$ cat src/rtl/button_pulse_gen_if.sv
// button_pulse_gen_if: raw button levels in, press/repeat pulses and debounced levels out
interface button_pulse_gen_if;
  logic [2:0] button_raw;
  logic [2:0] button;
  logic [2:0] stable;
  modport master(output button_raw, input button, input stable);
  modport slave(input button_raw, output button, output stable);
endinterface

$ cat src/rtl/button_pulse_gen.sv
// button_pulse_gen: synchronise, debounce, edge-detect and hold-to-repeat three push buttons
module button_pulse_gen #(
  parameter int DEBOUNCE_CYCLES = 100000,
  parameter int REPEAT_DELAY = 50000000,
  parameter int REPEAT_PERIOD = 20000000,
  parameter logic [2:0] REPEAT_MASK = 3'b011
) (
  input logic i_clk,
  input logic i_reset,
  button_pulse_gen_if.slave bus
);
  localparam int DW = $clog2(DEBOUNCE_CYCLES + 1);
  localparam int TMAX = REPEAT_DELAY > REPEAT_PERIOD ? REPEAT_DELAY : REPEAT_PERIOD;
  localparam int TW = $clog2(TMAX + 1);
  typedef enum logic [1:0] {IDLE, HOLD_WAIT, REPEAT} state_t;
  logic [2:0] sync1, sync2;
  always_ff @(posedge i_clk or posedge i_reset) begin
    if (i_reset) begin
      sync1 <= '0;
      sync2 <= '0;
    end else begin
      sync1 <= bus.button_raw;
      sync2 <= sync1;
    end
  end
  for (genvar g = 0; g < 3; g++) begin : g_ch
    logic [DW-1:0] cnt;
    logic stable_q, diff, done, rise, fall;
    state_t state, state_n;
    logic [TW-1:0] tmr, tmr_n;
    logic pulse_n, pulse_q;
    assign diff = sync2[g] != stable_q;
    assign done = diff && cnt == DW'(DEBOUNCE_CYCLES - 1);
    assign rise = done && sync2[g];
    assign fall = done && !sync2[g];
    // pulse and fsm react to the debounced level that is being committed this edge
    always_comb begin
      state_n = state;
      tmr_n = '0;
      pulse_n = 1'b0;
      if (fall) state_n = IDLE;
      else if (state == IDLE) begin
        pulse_n = rise;
        state_n = rise && REPEAT_MASK[g] ? HOLD_WAIT : IDLE;
      end else if (state == HOLD_WAIT) begin
        pulse_n = tmr == TW'(REPEAT_DELAY - 1);
        state_n = pulse_n ? REPEAT : HOLD_WAIT;
        tmr_n = pulse_n ? '0 : tmr + 1'b1;
      end else begin
        pulse_n = tmr == TW'(REPEAT_PERIOD - 1);
        tmr_n = pulse_n ? '0 : tmr + 1'b1;
      end
    end
    always_ff @(posedge i_clk or posedge i_reset) begin
      if (i_reset) begin
        cnt <= '0;
        stable_q <= 1'b0;
        state <= IDLE;
        tmr <= '0;
        pulse_q <= 1'b0;
      end else begin
        cnt <= diff && !done ? cnt + 1'b1 : '0;
        stable_q <= done ? sync2[g] : stable_q;
        state <= state_n;
        tmr <= tmr_n;
        pulse_q <= pulse_n;
      end
    end
    assign bus.stable[g] = stable_q;
    assign bus.button[g] = pulse_q;
  end
endmodule
$ cat src/flat_wrapper.sv
// flat-port wrapper written by rule: the top's interface ports become plain ports
module button_pulse_gen_flat 
#(
  parameter int DEBOUNCE_CYCLES = 100000,
  parameter int REPEAT_DELAY = 50000000,
  parameter int REPEAT_PERIOD = 20000000,
  parameter logic [2:0] REPEAT_MASK = 3'b011
)
  (i_clk, i_reset, bus_button_raw, bus_button, bus_stable);
  button_pulse_gen_if bus_i ();
  input logic i_clk;
  input logic i_reset;
  input wire logic [$bits(bus_i.button_raw)-1:0] bus_button_raw;
  output wire logic [$bits(bus_i.button)-1:0] bus_button;
  output wire logic [$bits(bus_i.stable)-1:0] bus_stable;
  assign bus_i.button_raw = bus_button_raw;
  assign bus_button = bus_i.button;
  assign bus_stable = bus_i.stable;
  button_pulse_gen #(.DEBOUNCE_CYCLES(DEBOUNCE_CYCLES), .REPEAT_DELAY(REPEAT_DELAY), .REPEAT_PERIOD(REPEAT_PERIOD), .REPEAT_MASK(REPEAT_MASK)) u_core (.i_clk(i_clk), .i_reset(i_reset), .bus(bus_i));
endmodule
$ cat config.mk
export PLATFORM = sky130hd
export DESIGN_NAME = button_pulse_gen_flat
export DESIGN_NICKNAME = d
export VERILOG_FILES = /design/src/rtl/button_pulse_gen_if.sv /design/src/rtl/button_pulse_gen.sv /design/src/flat_wrapper.sv
export SDC_FILE = /design/constraint.sdc
export NUM_CORES = 1
export LEC_CHECK = 0
export ABC_AREA = 0
export BUFFER_PORTS_ARGS = -buffer_cell sky130_fd_sc_hd__buf_2
export CAP_MARGIN = 20
export CORE_ASPECT_RATIO = 2
export CORE_MARGIN = 2
export CORE_UTILIZATION = 35
export DETAILED_ROUTE_END_ITERATION = 10
export GPL_TIMING_DRIVEN = 0
export PLACE_DENSITY_LB_ADDON = 0.25
export SYNTH_ARGS = -nofsm -noshare
export SYNTH_HDL_FRONTEND = slang
export SYNTH_SLANG_ARGS = --single-unit
$ cat constraint.sdc
create_clock -name i_clk -period 4.4 [get_ports i_clk]
set_input_delay 0.44 -clock i_clk [delete_from_list [all_inputs] [get_ports i_clk]]
set_output_delay 0.44 -clock i_clk [all_outputs]
set_load 0.05 [all_outputs]
After elaboration in Yosys (flattened, before gate mapping):

Index checks and enable logic that the tools add are counted.

* add/subtract/negate cells: 6
* equal/unequal tests: 15
* multiplexer cells: 41
* reduce and logical (&&, ||, !) cells: 24

Operators with widths (number)
* 26-bit two-way mux: 15
* 26-bit by 1-bit adder with 26-bit output, second input constant: 3
* 26-bit by 25-bit equality test with 1-bit output, second input constant: 3
* 26-bit equality test, second input constant: 3
* 17-bit by 1-bit adder with 17-bit output, second input constant: 3
* 17-bit equality test, second input constant: 3
* 17-bit two-way mux: 3
* 2-bit two-way mux: 12
* 1-bit logical AND: 12
* 1-bit two-way mux: 11
* 3-bit nonzero test: 3
* 2-bit by 1-bit equality test with 1-bit output, second input constant: 3
* 1-bit logical NOT: 6
* 2-bit logical NOT: 3
* 1-bit != test: 3

* bits in registers: 147
* output and inout bits: 6
* logic and storage cells: 103

Depth between registers and ports, before layout:

Gate-level depths: netlist (run 1).

* depth in word-level cells: 6
* mapped depth: 9
* mapped depth without buffers: 7

Least setup slack after synthesis (run 1):

No wires, ideal clock.

* kind: register -> register
* start: register u_core.g_ch[0].tmr[8]
* end: register u_core.g_ch[0].tmr[24]
* setup time: 0.119 ns
* arrival time: 1.862 ns
* data required time: 4.281 ns
* path slack: 2.419 ns
* stages on the path, launching flop included: 8
* buffers on the path: 1
* path through: dfrtp_1 or4b_1 nor4_1 nand4_1 a21o_1 nand3_4 buf_8 nor2_1

* cells in the longest elaborated chain, start to end: 5
* elaborated cells on any way between the ends: 8

RTL lines
* start: declaration: line button_pulse_gen.sv:30 `logic [TW-1:0] tmr, tmr_n;`
* start signal: assignment: line button_pulse_gen.sv:65 `tmr <= tmr_n;`
* 26-bit by 1-bit adder with 26-bit output, or another cell as far along: line button_pulse_gen.sv:48, button_pulse_gen.sv:51
* 26-bit two-way mux (on tied branches): line button_pulse_gen.sv:51, button_pulse_gen.sv:48
* 26-bit two-way mux (*): line button_pulse_gen.sv:45 `end else if (state == HOLD_WAIT) begin`
* 26-bit two-way mux (*): line button_pulse_gen.sv:42 `else if (state == IDLE) begin`
* 26-bit two-way mux (*): line button_pulse_gen.sv:41 `if (fall) state_n = IDLE;`
* named net u_core.g_ch[0].tmr_n[24]: line button_pulse_gen.sv:30

The timed path passes the listed nets; every way through them passes the cells marked *.
A chain may end at the register's enable or synchronous reset.

Worst setup path after layout (run 1):

* start: register u_core.g_ch[2].cnt[14]
* end: register u_core.g_ch[2].tmr[9]

* cells in the longest elaborated chain, start to end: 4

RTL lines
* start: declaration: line button_pulse_gen.sv:27 `logic [DW-1:0] cnt;`
* start signal: assignment: line button_pulse_gen.sv:62 `cnt <= diff && !done ? cnt + 1'b1 : '0;`
* 17-bit equality test: line button_pulse_gen.sv:33 `assign done = diff && cnt == DW'(DEBOUNCE_CYCLES - 1);`
* 1-bit logical AND: line button_pulse_gen.sv:33
* 1-bit logical AND: line button_pulse_gen.sv:35 `assign fall = done && !sync2[g];`
* 26-bit two-way mux: line button_pulse_gen.sv:41
* named net u_core.g_ch[2].tmr_n[9]: line button_pulse_gen.sv:30
* end signal: assignment: line button_pulse_gen.sv:65
* end: declaration: line button_pulse_gen.sv:30

The timed path passes the listed nets, and every way through them passes these cells.

==> results.rst, run 1 <==
.. list-table::
   :header-rows: 1

   * - Metric
     - Value
   * - Run status
     - finished, final reports clean
   * - Synth unique cells
     - 50
   * - Total vias in the final route
     - 5,032
   * - N_diodes
     - 0
   * - Layout fillers
     - 2,031
   * - TritonCTS clock tree
     - built
   * - Post-detail-place hpwl
     - 10,100 um
   * - Post-synthesis sequential area ratio
     - 0.518
   * - LEAKAGE
     - 3.42 nW
   * - Leading cell types in the layout, fill and taps excluded
     - sky130_fd_sc_hd__nor2_1, sky130_fd_sc_hd__dfrtp_1, sky130_fd_sc_hd__xor2_1
   * - Unrepaired setup endpoints after global routing
     - no
   * - Final-report hold violation count
     - 0
   * - Most frequent standard cell in the layout excluding fill and tap cells
     - sky130_fd_sc_hd__nor2_1
   * - EDFF count, synth
     - 0
   * - Maximum level of the CTS H-tree
     - 4
   * - Crit path required time
     - 4700 ps
   * - Switching portion of total power
     - 0.220
   * - Port Buffers
     - 10
   * - Post-layout instance area
     - 8140 um2
   * - Synthesized cell area
     - 7100 um2
   * - Internal power
     - 2.29 mW
   * - Root Buffer
     - sky130_fd_sc_hd__clkbuf_16
   * - Total detailed-routing wirelength
     - 14,300 um
   * - Number of global-route vias before repair
     - 5,334
   * - Setup CP Type
     - reg2reg
   * - Routability-driven placement congestion ratio
     - 0.781
   * - Cell with the largest stage delay on the worst path
     - sky130_fd_sc_hd__or4_1
   * - Clock period minus worst slack
     - 2370 ps
   * - Worst hold slack across all endpoints
     - 116 ps
   * - Largest net degree at the start of global routing
     - 79
   * - Cells after synthesis
     - 718
   * - Detailed router's first-iteration violation count
     - 147
   * - Worst Path Buf+Inv
     - 1
   * - Num rows
     - 73
   * - Cts bufs inserted
     - 17
   * - Clock transition time at the flip-flop clock pins of the worst setup and hold paths
     - 70 ps
   * - Path type of the worst min-delay path
     - in2reg
   * - Starting Density
     - 0.356
   * - Combinational Power Share
     - 0.019
   * - Proportion of synthesized flip-flops having asynchronous set or reset
     - 1.00
   * - Worst Clk Skew
     - 10.9 ps
   * - Cells resized by post-CTS repair
     - 0
   * - Clock latency at the later pin of the worst-skew pair
     - 420 ps
   * - Max Transition Viols Final
     - 0
   * - Final-layout setup total negative slack
     - 0 ps
   * - Setup Buffers After CTS
     - 0
   * - Final worst-path setup slack
     - 2030 ps
   * - Sort of element at the start of the critical path
     - flip-flop
   * - Peak Freq
     - 421 MHz
   * - Total core area
     - 19,900 um2
   * - Syn nets
     - 729
   * - Post-Route Utilization
     - 0.409
   * - Max-cap violation count
     - 0
   * - Post-cts hold buffer count
     - 0
   * - Chip height
     - 205 um
   * - Drt first pass iters
     - 4
   * - Antenna violations before repair
     - 0
   * - Worst relative slew slack
     - 0.440
   * - Worst stage delay on the critical path
     - 530 ps
   * - Wire length of the first global-routing pass
     - 24,700 um
   * - Critical path capture point type
     - flip-flop
   * - Sum of overflow across all layers after global routing
     - 0
   * - Share of power burned in the clock network
     - 0.514
   * - Placement-stage worst setup slack
     - 2030 ps
   * - Kind of cell adding the most delay to the critical path
     - simple AND/OR/NAND/NOR gates
   * - Die area
     - 21,500 um2
   * - Worst supply voltage drop on vdd
     - 0.000218 V
   * - Yosys warns
     - 0
   * - Ratio of total power to cell area
     - 360 nW/um2
   * - Sequential share of power
     - 0.467
   * - Cells traversed along the worst timing path
     - or4_1 -> nor3_1 -> nand3b_1 -> nand4b_2 -> buf_4 -> nor2_1
   * - Area growth syn-to-layout
     - 14.6%
   * - Syn Area/Cell
     - 9.88 um2
   * - Total GRT Usage
     - 0.144
   * - Prevailing post-synth register cell
     - sky130_fd_sc_hd__dfrtp_1
   * - Worst Path Arrival
     - 2680 ps
   * - Number of nets with antenna violations after routing
     - 0
   * - Longest Clk Path Bufs
     - 2
   * - Highest net fanout along the worst path
     - 10
   * - I/O pin count
     - 11
   * - Remaining design rule violation count
     - 0
   * - Final nets
     - 761
   * - Number of clock sinks seen by CTS
     - 147
   * - Synthesized flop and latch total
     - 147
   * - Placed cell area
     - 7510 um2
   * - Final setup violating endpoints
     - 0
   * - Vias per inst
     - 4.91
   * - Width of the chip
     - 105 um
   * - Ratio of final minimum period to clock period
     - 0.539
   * - Power spent charging and discharging nets
     - 0.644 mW
   * - Worst-Margin Slew
     - 834 ps
   * - Layout cells sized above 1
     - 0.0970
   * - Per-cell routed wire length
     - 14.0 um
==> cells in the mapped netlist, types with 3 or more instances <==
| library cell | instances | share of area |
|---|---|---|
| sky130_fd_sc_hd__nor4b_1 | 8 | 0.0099 |
| sky130_fd_sc_hd__nand4_1 | 31 | 0.027 |
| sky130_fd_sc_hd__dfrtp_1 | 147 | 0.52 |
| sky130_fd_sc_hd__inv_1 | 20 | 0.011 |
| sky130_fd_sc_hd__mux2_2 | 3 | 0.0048 |
| sky130_fd_sc_hd__or4b_2 | 3 | 0.0042 |
| sky130_fd_sc_hd__nor2_1 | 155 | 0.082 |
| sky130_fd_sc_hd__ha_1 | 6 | 0.011 |
| sky130_fd_sc_hd__buf_4 | 9 | 0.0095 |
| sky130_fd_sc_hd__or2_2 | 4 | 0.0035 |
| sky130_fd_sc_hd__o21ai_0 | 5 | 0.0035 |
| sky130_fd_sc_hd__nor4_1 | 8 | 0.0071 |
| sky130_fd_sc_hd__a21oi_1 | 4 | 0.0028 |
| sky130_fd_sc_hd__nor3_1 | 14 | 0.0099 |
| sky130_fd_sc_hd__nor2b_1 | 3 | 0.0026 |
| sky130_fd_sc_hd__and2_1 | 4 | 0.0035 |
| sky130_fd_sc_hd__clkbuf_1 | 5 | 0.0026 |
| sky130_fd_sc_hd__and3_1 | 23 | 0.020 |
| sky130_fd_sc_hd__nor4bb_1 | 3 | 0.0042 |
| sky130_fd_sc_hd__and4_1 | 7 | 0.0086 |
| sky130_fd_sc_hd__nand2_1 | 50 | 0.026 |
| sky130_fd_sc_hd__a211oi_1 | 3 | 0.0032 |
| sky130_fd_sc_hd__xnor2_1 | 43 | 0.053 |
| sky130_fd_sc_hd__xor2_1 | 75 | 0.093 |
| sky130_fd_sc_hd__nand3_1 | 51 | 0.036 |
==> path summary, 6_finish.rpt <==
kind / from / to / slack, ps / cells past startpoint
max in group asynchronous: i_reset / u_core.g_ch[0].cnt[10] / 3460 / 3
worst min register to register: u_core.sync1[1] / u_core.sync2[1] / 360 / 0
worst max-delay path: u_core.g_ch[2].cnt[14] / u_core.g_ch[2].tmr[9] / 2030 / 6
min in group asynchronous: i_reset / u_core.g_ch[0].tmr[13] / 130 / 2
worst min-delay path: bus_button_raw[1] / u_core.sync1[1] / 120 / 1
worst max register to register: u_core.g_ch[2].cnt[14] / u_core.g_ch[2].tmr[9] / 2030 / 6
==> worst reg2reg max path, cell delays in order (launching register included) <==
cell and delay (ps):
sky130_fd_sc_hd__dfrtp_1 420, sky130_fd_sc_hd__or4_1 530, sky130_fd_sc_hd__nor3_1 490, sky130_fd_sc_hd__nand3b_1 280
sky130_fd_sc_hd__nand4b_2 260, sky130_fd_sc_hd__buf_4 220, sky130_fd_sc_hd__nor2_1 70
==> per-stage QoR <==
step                      instances  total power [mW]
after detailed placement        992              1.45
after floorplan                 718              1.43
final                          1025              2.93
after CTS                      1024              2.98
after global routing           1025              3.05
after global placement          990              1.45
==> sequential cells by signal, summed over array words and instances, names as in the netlist <==
register and count:
u_core.g_ch.cnt 51, u_core.g_ch.pulse_q 3, u_core.g_ch.stable_q 3, u_core.g_ch.state 6, u_core.g_ch.tmr 78, u_core.sync1 3, u_core.sync2 3
==> routing by layer <==
| metal | share of wire | vias up | track usage |
|---|---|---|---|
| li1 | - | 2497 | - |
| met1 | 0.40 | 2452 | 0.150 |
| met2 | 0.56 | 58 | 0.271 |
| met3 | 0.020 | 25 | 0.0288 |
| met4 | 0.027 | 0 | 0.0714 |
| met5 | 0 | - | 0 |
==> power groups by stage <==
stage               sequential, mW  combinational (mW)  clock [mW]
detailed placement            1.39              0.0582           0
global route                  1.37              0.0648        1.61
finish                        1.37              0.0545        1.51
floorplan                     1.39              0.0377           0
global placement              1.40              0.0536           0
CTS                           1.37              0.0586        1.56
==> cell families after synthesis <==
family,count (synthesis),synth area share
DFF,147,0.518
muxes,3,0.00476
AOI/OAI and AO/OA,26,0.0252
and+or+nand+nor,378,0.264
buffers and inverters,40,0.0316
xor gates and xnor gates,118,0.146
adders and majority gates,6,0.0106
==> area by class of cell <==
cell class,count,area (um2),share of cell area
inverter,20,80.1,0.00984
buffer,20,149,0.0183
clock buffer,18,439,0.0540
tap,262,328,0.0403
clock inverter,14,179,0.0220
timing repair buffer,13,87.6,0.0108
multi-input combinational,531,3190,0.393
sequential,147,3680,0.452
Note: power is estimated with default switching activity, not from simulation.
==> run 2, diff against run 1 <==
Clock period 4.4 ns to 2 ns, I/O delays scaled along.
==> run 2 against run 1 <==
Register-to-register slack got worse by 2100 ps. Final cell count rose by 3.3%. Hold slack improved by 230 ps. Via count rose by 5.0%. First-iteration DRC count rose by 42%. Critical path type unchanged. Largest cell class is now multi-input combinational cells. Combinational power rose by 150%. The run now ends with setup timing left.
==> results.rst, run 2 (synthesized netlist as in run 1, its figures left out) <==
.. list-table::
   :header-rows: 1

   * - Metric
     - Value
   * - Path depth of the worst reg2reg path
     - 7 (+1)
   * - Failing checks
     - setup timing
   * - Peak Freq
     - 483 MHz (+15%)
   * - RR Startpoint
     - u_core.g_ch[0].tmr[9]
   * - Width of the chip
     - 105 um (unchanged)
   * - Num rows
     - 73 (unchanged)
   * - Antenna violations before repair
     - 0 (unchanged)
   * - Leading cell types in the layout, fill and taps excluded
     - sky130_fd_sc_hd__dfrtp_1, sky130_fd_sc_hd__nor2_1, sky130_fd_sc_hd__xor2_1
   * - Hold path depth
     - 0 (-1)
   * - Largest registers
     - u_core.g_ch.tmr (78), u_core.g_ch.cnt (51), u_core.g_ch.state (6)
   * - Total vias in the final route
     - 5,284 (+5.0%)
   * - Cts bufs inserted
     - 17 (unchanged)
   * - Path type of the worst min-delay path
     - reg2reg
   * - Internal reg-to-reg setup slack
     - -70 ps (-2100 ps)
   * - Die area
     - 21,500 um2 (unchanged)
   * - Length of routed met3 wiring
     - 335 um (+18%)
   * - Total GRT Usage
     - 0.153 (+0.00887)
   * - LEAKAGE
     - 3.72 nW (+8.8%)
   * - Chip height
     - 205 um (unchanged)
   * - Internal power
     - 4.82 mW (+110%)
   * - Area growth syn-to-layout
     - 28.0%
   * - N_diodes
     - 0 (unchanged)
   * - Worst r2r dst
     - u_core.g_ch[0].tmr[16]
   * - Final nets
     - 795 (+4.5%)
   * - Longest Clk Path Bufs
     - 2 (unchanged)
   * - Sum of overflow across all layers after global routing
     - 0 (unchanged)
   * - DP Cell Count
     - 993 (+0.10%)
   * - Total core area
     - 19,900 um2 (unchanged)
   * - Layout fillers
     - 1,929 (-5.0%)
   * - Highest net fanout along the worst path
     - 6 (-4)
   * - Routability-driven placement congestion ratio
     - 0.813 (+4.1%)
   * - Drt first pass iters
     - 4 (unchanged)
   * - WL met2
     - 8930 um (+12%)
   * - Max Transition Viols Final
     - 0 (unchanged)
   * - Placement-stage worst setup slack
     - -567 ps (-2590 ps)
   * - Setup CP Type
     - reg2reg
   * - Starting Density
     - 0.356 (unchanged)
   * - Max-cap violation count
     - 0 (unchanged)
   * - Ratio of final minimum period to clock period
     - 1.03 (+0.496)
   * - Wire length of the first global-routing pass
     - 26,100 um (+5.8%)
   * - Vias per inst
     - 4.99 (+1.6%)
   * - Number of global-route vias before repair
     - 5,540 (+3.9%)
   * - Post-detail-place hpwl
     - 10,500 um (+3.4%)
   * - I/O pin count
     - 11 (unchanged)
   * - Worst Min Path Start
     - u_core.sync1[2]
   * - Sequential share of power
     - 0.480 (+0.013)
   * - Post-Route Utilization
     - 0.456 (+0.0476)
   * - Register with the most flip-flops
     - u_core.g_ch.tmr
   * - Total chip power
     - 6.28 mW (+110%)
   * - Final-report hold violation count
     - 0 (unchanged)
   * - Detailed router's first-iteration violation count
     - 209 (+42%)
   * - Run status
     - finished, violations left
   * - Clock latency at the later pin of the worst-skew pair
     - 440 ps (+20 ps)
   * - Launch point of the worst path
     - u_core.g_ch[0].tmr[9]
   * - Metal-1 WL
     - 5950 um (+4.7%)
   * - Maximum level of the CTS H-tree
     - 4 (unchanged)
   * - Number of standard cells in the final layout excluding fillers
     - 1,059 (+3.3%)
   * - Final setup violating endpoints
     - 54 (+54)
   * - Final worst-path setup slack
     - -69.9 ps (-2100 ps)
   * - Root Buffer
     - sky130_fd_sc_hd__clkbuf_16
   * - TritonCTS clock tree
     - built
   * - Sort of element at the start of the critical path
     - flip-flop
   * - Layout cells sized above 1
     - 0.250 (+0.153)
   * - Critical path capture point type
     - flip-flop
   * - Clock transition time at the flip-flop clock pins of the worst setup and hold paths
     - 60 ps (about the same)
   * - Worst Clk Skew
     - 9.71 ps (-1.17 ps)
   * - Total detailed-routing wirelength
     - 15,700 um (+9.5%)
   * - Unrepaired setup endpoints after global routing
     - yes
   * - Switching portion of total power
     - 0.231 (+0.0119)
   * - Port Buffers
     - 10 (unchanged)
   * - Worst Path Arrival
     - 2400 ps (-280 ps)
   * - Clock period minus worst slack
     - 2070 ps (-303 ps)
   * - Ratio of total power to cell area
     - 691 nW/um2 (+92%)
   * - Remaining design rule violation count
     - 0 (unchanged)
   * - Final-layout setup total negative slack
     - -1790 ps (-1790 ps)
   * - Worst relative slew slack
     - 0.476 (+0.0358)
   * - Share of power burned in the clock network
     - 0.498 (-0.016)
   * - Worst-Margin Slew
     - 784 ps (-49.0 ps)
   * - Uppermost routed layer
     - met4
   * - Crit path required time
     - 2330 ps (-2370 ps)
   * - Combinational Power Share
     - 0.022 (+0.003)
   * - Largest net degree at the start of global routing
     - 41 (-48%)
   * - Most frequent standard cell in the layout excluding fill and tap cells
     - sky130_fd_sc_hd__dfrtp_1
   * - Worst supply voltage drop on vdd
     - 0.000530 V (+140%)
   * - Power spent charging and discharging nets
     - 1.45 mW (+130%)
   * - Per-cell routed wire length
     - 14.8 um (+6.0%)
   * - Number of nets with antenna violations after routing
     - 0 (unchanged)
   * - Number of clock sinks seen by CTS
     - 147 (unchanged)
   * - Endpoint of the worst hold path
     - u_core.sync2[2]
   * - Flip-flop count of the largest register, all copies and words added
     - 78 (unchanged)
[run 2: area by class of cell]
cell class	count	area (um2)	share of cell area
multi-input combinational	531	3770	0.415
clock buffer	19	453	0.0499
tap	262	328	0.0361
clock inverter	13	125	0.0138
timing repair buffer	50	463	0.0510
sequential	147	3690	0.406
inverter	20	78.8	0.00868
buffer	17	181	0.0200
[run 2: metal layers]
layer | vias up | GRT usage
met4 | 0 | 0.0767
li1 | 2566 | -
met1 | 2623 | 0.156
met3 | 35 | 0.0342
met5 | - | 0
met2 | 60 | 0.288
[run 2: what timing repair did]
action                                  CTS  global route
gates resized for setup                  42           123
pin swaps                                12            57
cloned                                    2             3
setup buffers                            14            15
endpoints found under the setup margin  111            97
endpoints found under the hold margin    35             0
hold buffers                              4             0
[run 2: through the flow]
stage	area, um2	hold WS (ps)
floorplan	7100	231
global placement	7480	309
detailed placement	7540	309
CTS	8470	352
global route	9080	373
finish	9080	349
[run 2: worst max-delay path by stage]
stage	end	slack (ps)	cells after the start
after floorplan	u_core.g_ch[0].cnt[0]	-50	1
after global placement	u_core.g_ch[1].tmr[18]	-1120	2
after detailed placement	u_core.g_ch[1].tmr[24]	-570	7
after CTS	u_core.g_ch[2].tmr[9]	4	7
after global routing	u_core.g_ch[0].tmr[16]	-120	7
final	u_core.g_ch[0].tmr[16]	-70	7
[run 2: worst max-delay path: stages, from the launching register on]
cell and delay (ps):
sky130_fd_sc_hd__dfrtp_1 400, sky130_fd_sc_hd__or4b_4 560, sky130_fd_sc_hd__nor4_4 210, sky130_fd_sc_hd__nand4_1 180
sky130_fd_sc_hd__a21o_1 260, sky130_fd_sc_hd__nand3_4 130, sky130_fd_sc_hd__clkbuf_16 180, sky130_fd_sc_hd__nor2_2 40
[run 2: power by group through the flow]
stage / Combinational, mW / Clock (mW) / Sequential (mW)
2_1_floorplan: 0.0835 / 0 / 3.06
3_3_place_gp: 0.117 / 0 / 3.07
3_5_place_dp: 0.134 / 0 / 3.07
6_report: 0.135 / 3.13 / 3.02
4_1_cts: 0.142 / 3.22 / 3.02
5_1_grt: 0.161 / 3.34 / 3.02
==> run 3, diff against run 2 <==
Settings changed: SKIP_CTS_REPAIR_TIMING set to 1.
==> run 3 against run 2 <==
The flow still finishes with violations (setup timing). Core utilization is 0.92 points higher. First-iteration DRC count is 7.7% lower. Largest cell class unchanged. Non-clock buffer count increased by 11. Power increased by 0.11%.
==> results.rst, run 3 (synthesized netlist as in run 1, its figures left out) <==
.. list-table::
   :header-rows: 1

   * - Metric
     - Value
   * - TritonCTS clock tree
     - built
   * - Number of clock sinks seen by CTS
     - 147 (unchanged)
   * - Path type of the worst min-delay path
     - reg2reg
   * - Sort of element at the start of the critical path
     - flip-flop
   * - Setup CP Type
     - reg2reg
   * - Clock latency at the later pin of the worst-skew pair
     - 440 ps (about the same)
   * - Vias per inst
     - 4.98 (-0.11%)
   * - Cts bufs inserted
     - 17 (unchanged)
   * - Clock period minus worst slack
     - 2080 ps (+14.1 ps)
   * - Critical path capture point type
     - flip-flop
   * - Die area
     - 21,500 um2 (unchanged)
   * - Total GRT Usage
     - 0.148 (-0.00466)
   * - Final worst-path setup slack
     - -84.0 ps (-14.1 ps)
   * - I/O pin count
     - 11 (unchanged)
   * - Failing checks
     - setup timing
   * - Longest Clk Path Bufs
     - 2 (unchanged)
   * - Peak Freq
     - 480 MHz (-0.68%)
   * - Area of the multi-input gates
     - 3830 um2 (+1.6%)
   * - Drt first pass iters
     - 4 (unchanged)
   * - Worst relative slew slack
     - 0.466 (-0.00949)
   * - Worst Path Arrival
     - 2410 ps (about the same)
   * - Flip-flop count of the largest register, all copies and words added
     - 78 (unchanged)
   * - Layout cells sized above 1
     - 0.284 (+0.0346)
   * - LEAKAGE
     - 3.79 nW (+1.8%)
   * - Maximum level of the CTS H-tree
     - 4 (unchanged)
   * - Area growth syn-to-layout
     - 30.6%
   * - Run status
     - finished, violations left
   * - Ratio of total power to cell area
     - 678 nW/um2 (-1.9%)
   * - Total detailed-routing wirelength
     - 16,100 um (+2.9%)
   * - Leading cell types in the layout, fill and taps excluded
     - sky130_fd_sc_hd__dfrtp_1, sky130_fd_sc_hd__nor2_1, sky130_fd_sc_hd__xor2_1
   * - Layout fillers
     - 1,918 (-0.57%)
   * - Crit path required time
     - 2330 ps (about the same)
   * - Final-report hold violation count
     - 0 (unchanged)
   * - Max-cap violation count
     - 0 (unchanged)
   * - Antenna violations before repair
     - 0 (unchanged)
   * - Number of nets with antenna violations after routing
     - 0 (unchanged)
   * - Final setup violating endpoints
     - 48 (-11%)
   * - Total core area
     - 19,900 um2 (unchanged)
   * - Number of global-route vias before repair
     - 5,394 (-2.6%)
   * - Starting Density
     - 0.356 (unchanged)
   * - Largest net degree at the start of global routing
     - 41 (unchanged)
   * - Combined flip-flop and latch cell area
     - 3690 um2 (+0.14%)
   * - Final nets
     - 807 (+1.5%)
   * - Unrepaired setup endpoints after global routing
     - yes
   * - Total chip power
     - 6.28 mW (+0.11%)
   * - Worst supply voltage drop on vdd
     - 0.000524 V (-1.1%)
   * - Number of standard cells in the final layout excluding fillers
     - 1,071 (+1.1%)
   * - Num rows
     - 73 (unchanged)
   * - Worst stage delay on the critical path
     - 570 ps (about the same)
   * - Remaining design rule violation count
     - 0 (unchanged)
   * - Post-detail-place hpwl
     - 10,500 um (unchanged)
   * - DP Cell Count
     - 993 (unchanged)
   * - Width of the chip
     - 105 um (unchanged)
   * - Cell with the largest stage delay on the worst path
     - sky130_fd_sc_hd__or4b_4
   * - Total vias in the final route
     - 5,338 (+1.0%)
   * - Routability-driven placement congestion ratio
     - 0.813 (unchanged)
   * - Max Transition Viols Final
     - 0 (unchanged)
   * - Most frequent standard cell in the layout excluding fill and tap cells
     - sky130_fd_sc_hd__dfrtp_1
   * - Register with the most flip-flops
     - u_core.g_ch.tmr
   * - Worst Clk Skew
     - 12.2 ps (+2.48 ps)
   * - Chip height
     - 205 um (unchanged)
   * - Largest registers
     - u_core.g_ch.tmr (78), u_core.g_ch.cnt (51), u_core.g_ch.state (6)
   * - Per-cell routed wire length
     - 15.1 um (+1.8%)
   * - Port Buffers
     - 10 (unchanged)
   * - Wire length of the first global-routing pass
     - 25,400 um (-2.9%)
   * - Root Buffer
     - sky130_fd_sc_hd__clkbuf_16
   * - N_diodes
     - 0 (unchanged)
   * - Highest net fanout along the worst path
     - 7 (+1)
   * - Ratio of final minimum period to clock period
     - 1.04 (+0.00706)
   * - Detailed router's first-iteration violation count
     - 193 (-7.7%)
   * - Cells traversed along the worst timing path
     - or4b_4 -> nor4_4 -> nand4_1 -> a21o_1 -> nand3_4 -> clkbuf_16 -> nor2_1
   * - Worst-Margin Slew
     - 799 ps (+14.2 ps)
   * - Clock transition time at the flip-flop clock pins of the worst setup and hold paths
     - 70 ps (about the same)
   * - Sum of overflow across all layers after global routing
     - 0 (unchanged)
run 3: cell types whose count changed in the layout (fill, tap and decap cells not counted), moves of 3 or more:
cell                      previous run  this run
sky130_fd_sc_hd__nor2_4             31        27
sky130_fd_sc_hd__dfrtp_2             6        10
sky130_fd_sc_hd__buf_6               7        10
sky130_fd_sc_hd__xor2_1             75        72
sky130_fd_sc_hd__dfrtp_1           141       137
sky130_fd_sc_hd__nor2_2             24        36
sky130_fd_sc_hd__xor2_2              0         3
sky130_fd_sc_hd__nor2_1            100        92
sky130_fd_sc_hd__buf_4              30        36
run 3: metrics by stage:
stage               setup TNS [ps]  setup slack (ps)  utilization  hold WS (ps)  instance area (um2)
global placement           -191440             -1120        0.376           309                 7480
global route                 -6240              -148        0.465           374                 9270
detailed placement          -27500              -567        0.379           309                 7540
finish                       -1990             -84.0        0.465           349                 9270
CTS                         -30300              -575        0.408          -157                 8120
floorplan                    -6910             -47.0            -           231                 7100
run 3: critical path: cells and delay by family, from the launching register on:
kind | cells | cell delay, ps
flops | 1 | 440
buf+inv | 1 | 200
simple gates | 5 | 1090
compound gates | 1 | 230
run 3: worst paths after layout:
check	start	end	slack [ps]	cells after the start
setup / recovery	u_core.g_ch[0].tmr[8]	u_core.g_ch[0].tmr[24]	-80	7
hold / removal	u_core.sync1[2]	u_core.sync2[2]	350	0
setup reg to reg	u_core.g_ch[0].tmr[8]	u_core.g_ch[0].tmr[24]	-80	7
hold reg to reg	u_core.sync1[2]	u_core.sync2[2]	350	0
max in group asynchronous	i_reset	u_core.g_ch[1].tmr[21]	600	5
min in group asynchronous	i_reset	u_core.g_ch[2].cnt[14]	450	3
run 3: where the power goes:
group	total, mW	internal, mW	switching (mW)
registers	3.02	2.99	0.0211
clock network	3.13	1.79	1.34
logic	0.140	0.0463	0.0933
run 3: cell type report:
| class | instances | share of cell area |
|---|---|---|
| multi-input cells | 532 | 0.413 |
| flip-flops and latches | 147 | 0.398 |
| repair buffers | 60 | 0.0616 |
| clock buffers | 19 | 0.0489 |
| well taps | 262 | 0.0354 |
| plain buffers | 18 | 0.0208 |
| clock inverters | 13 | 0.0135 |
| inverters | 20 | 0.00851 |
run 3: layer usage:
metal | wire length, um | track usage | up-vias
li1 | - | - | 2594
met1 | 6120 | 0.151 | 2657
met2 | 9220 | 0.278 | 55
met3 | 324 | 0.0371 | 32
met4 | 482 | 0.0719 | 0
met5 | 0 | 0 | -
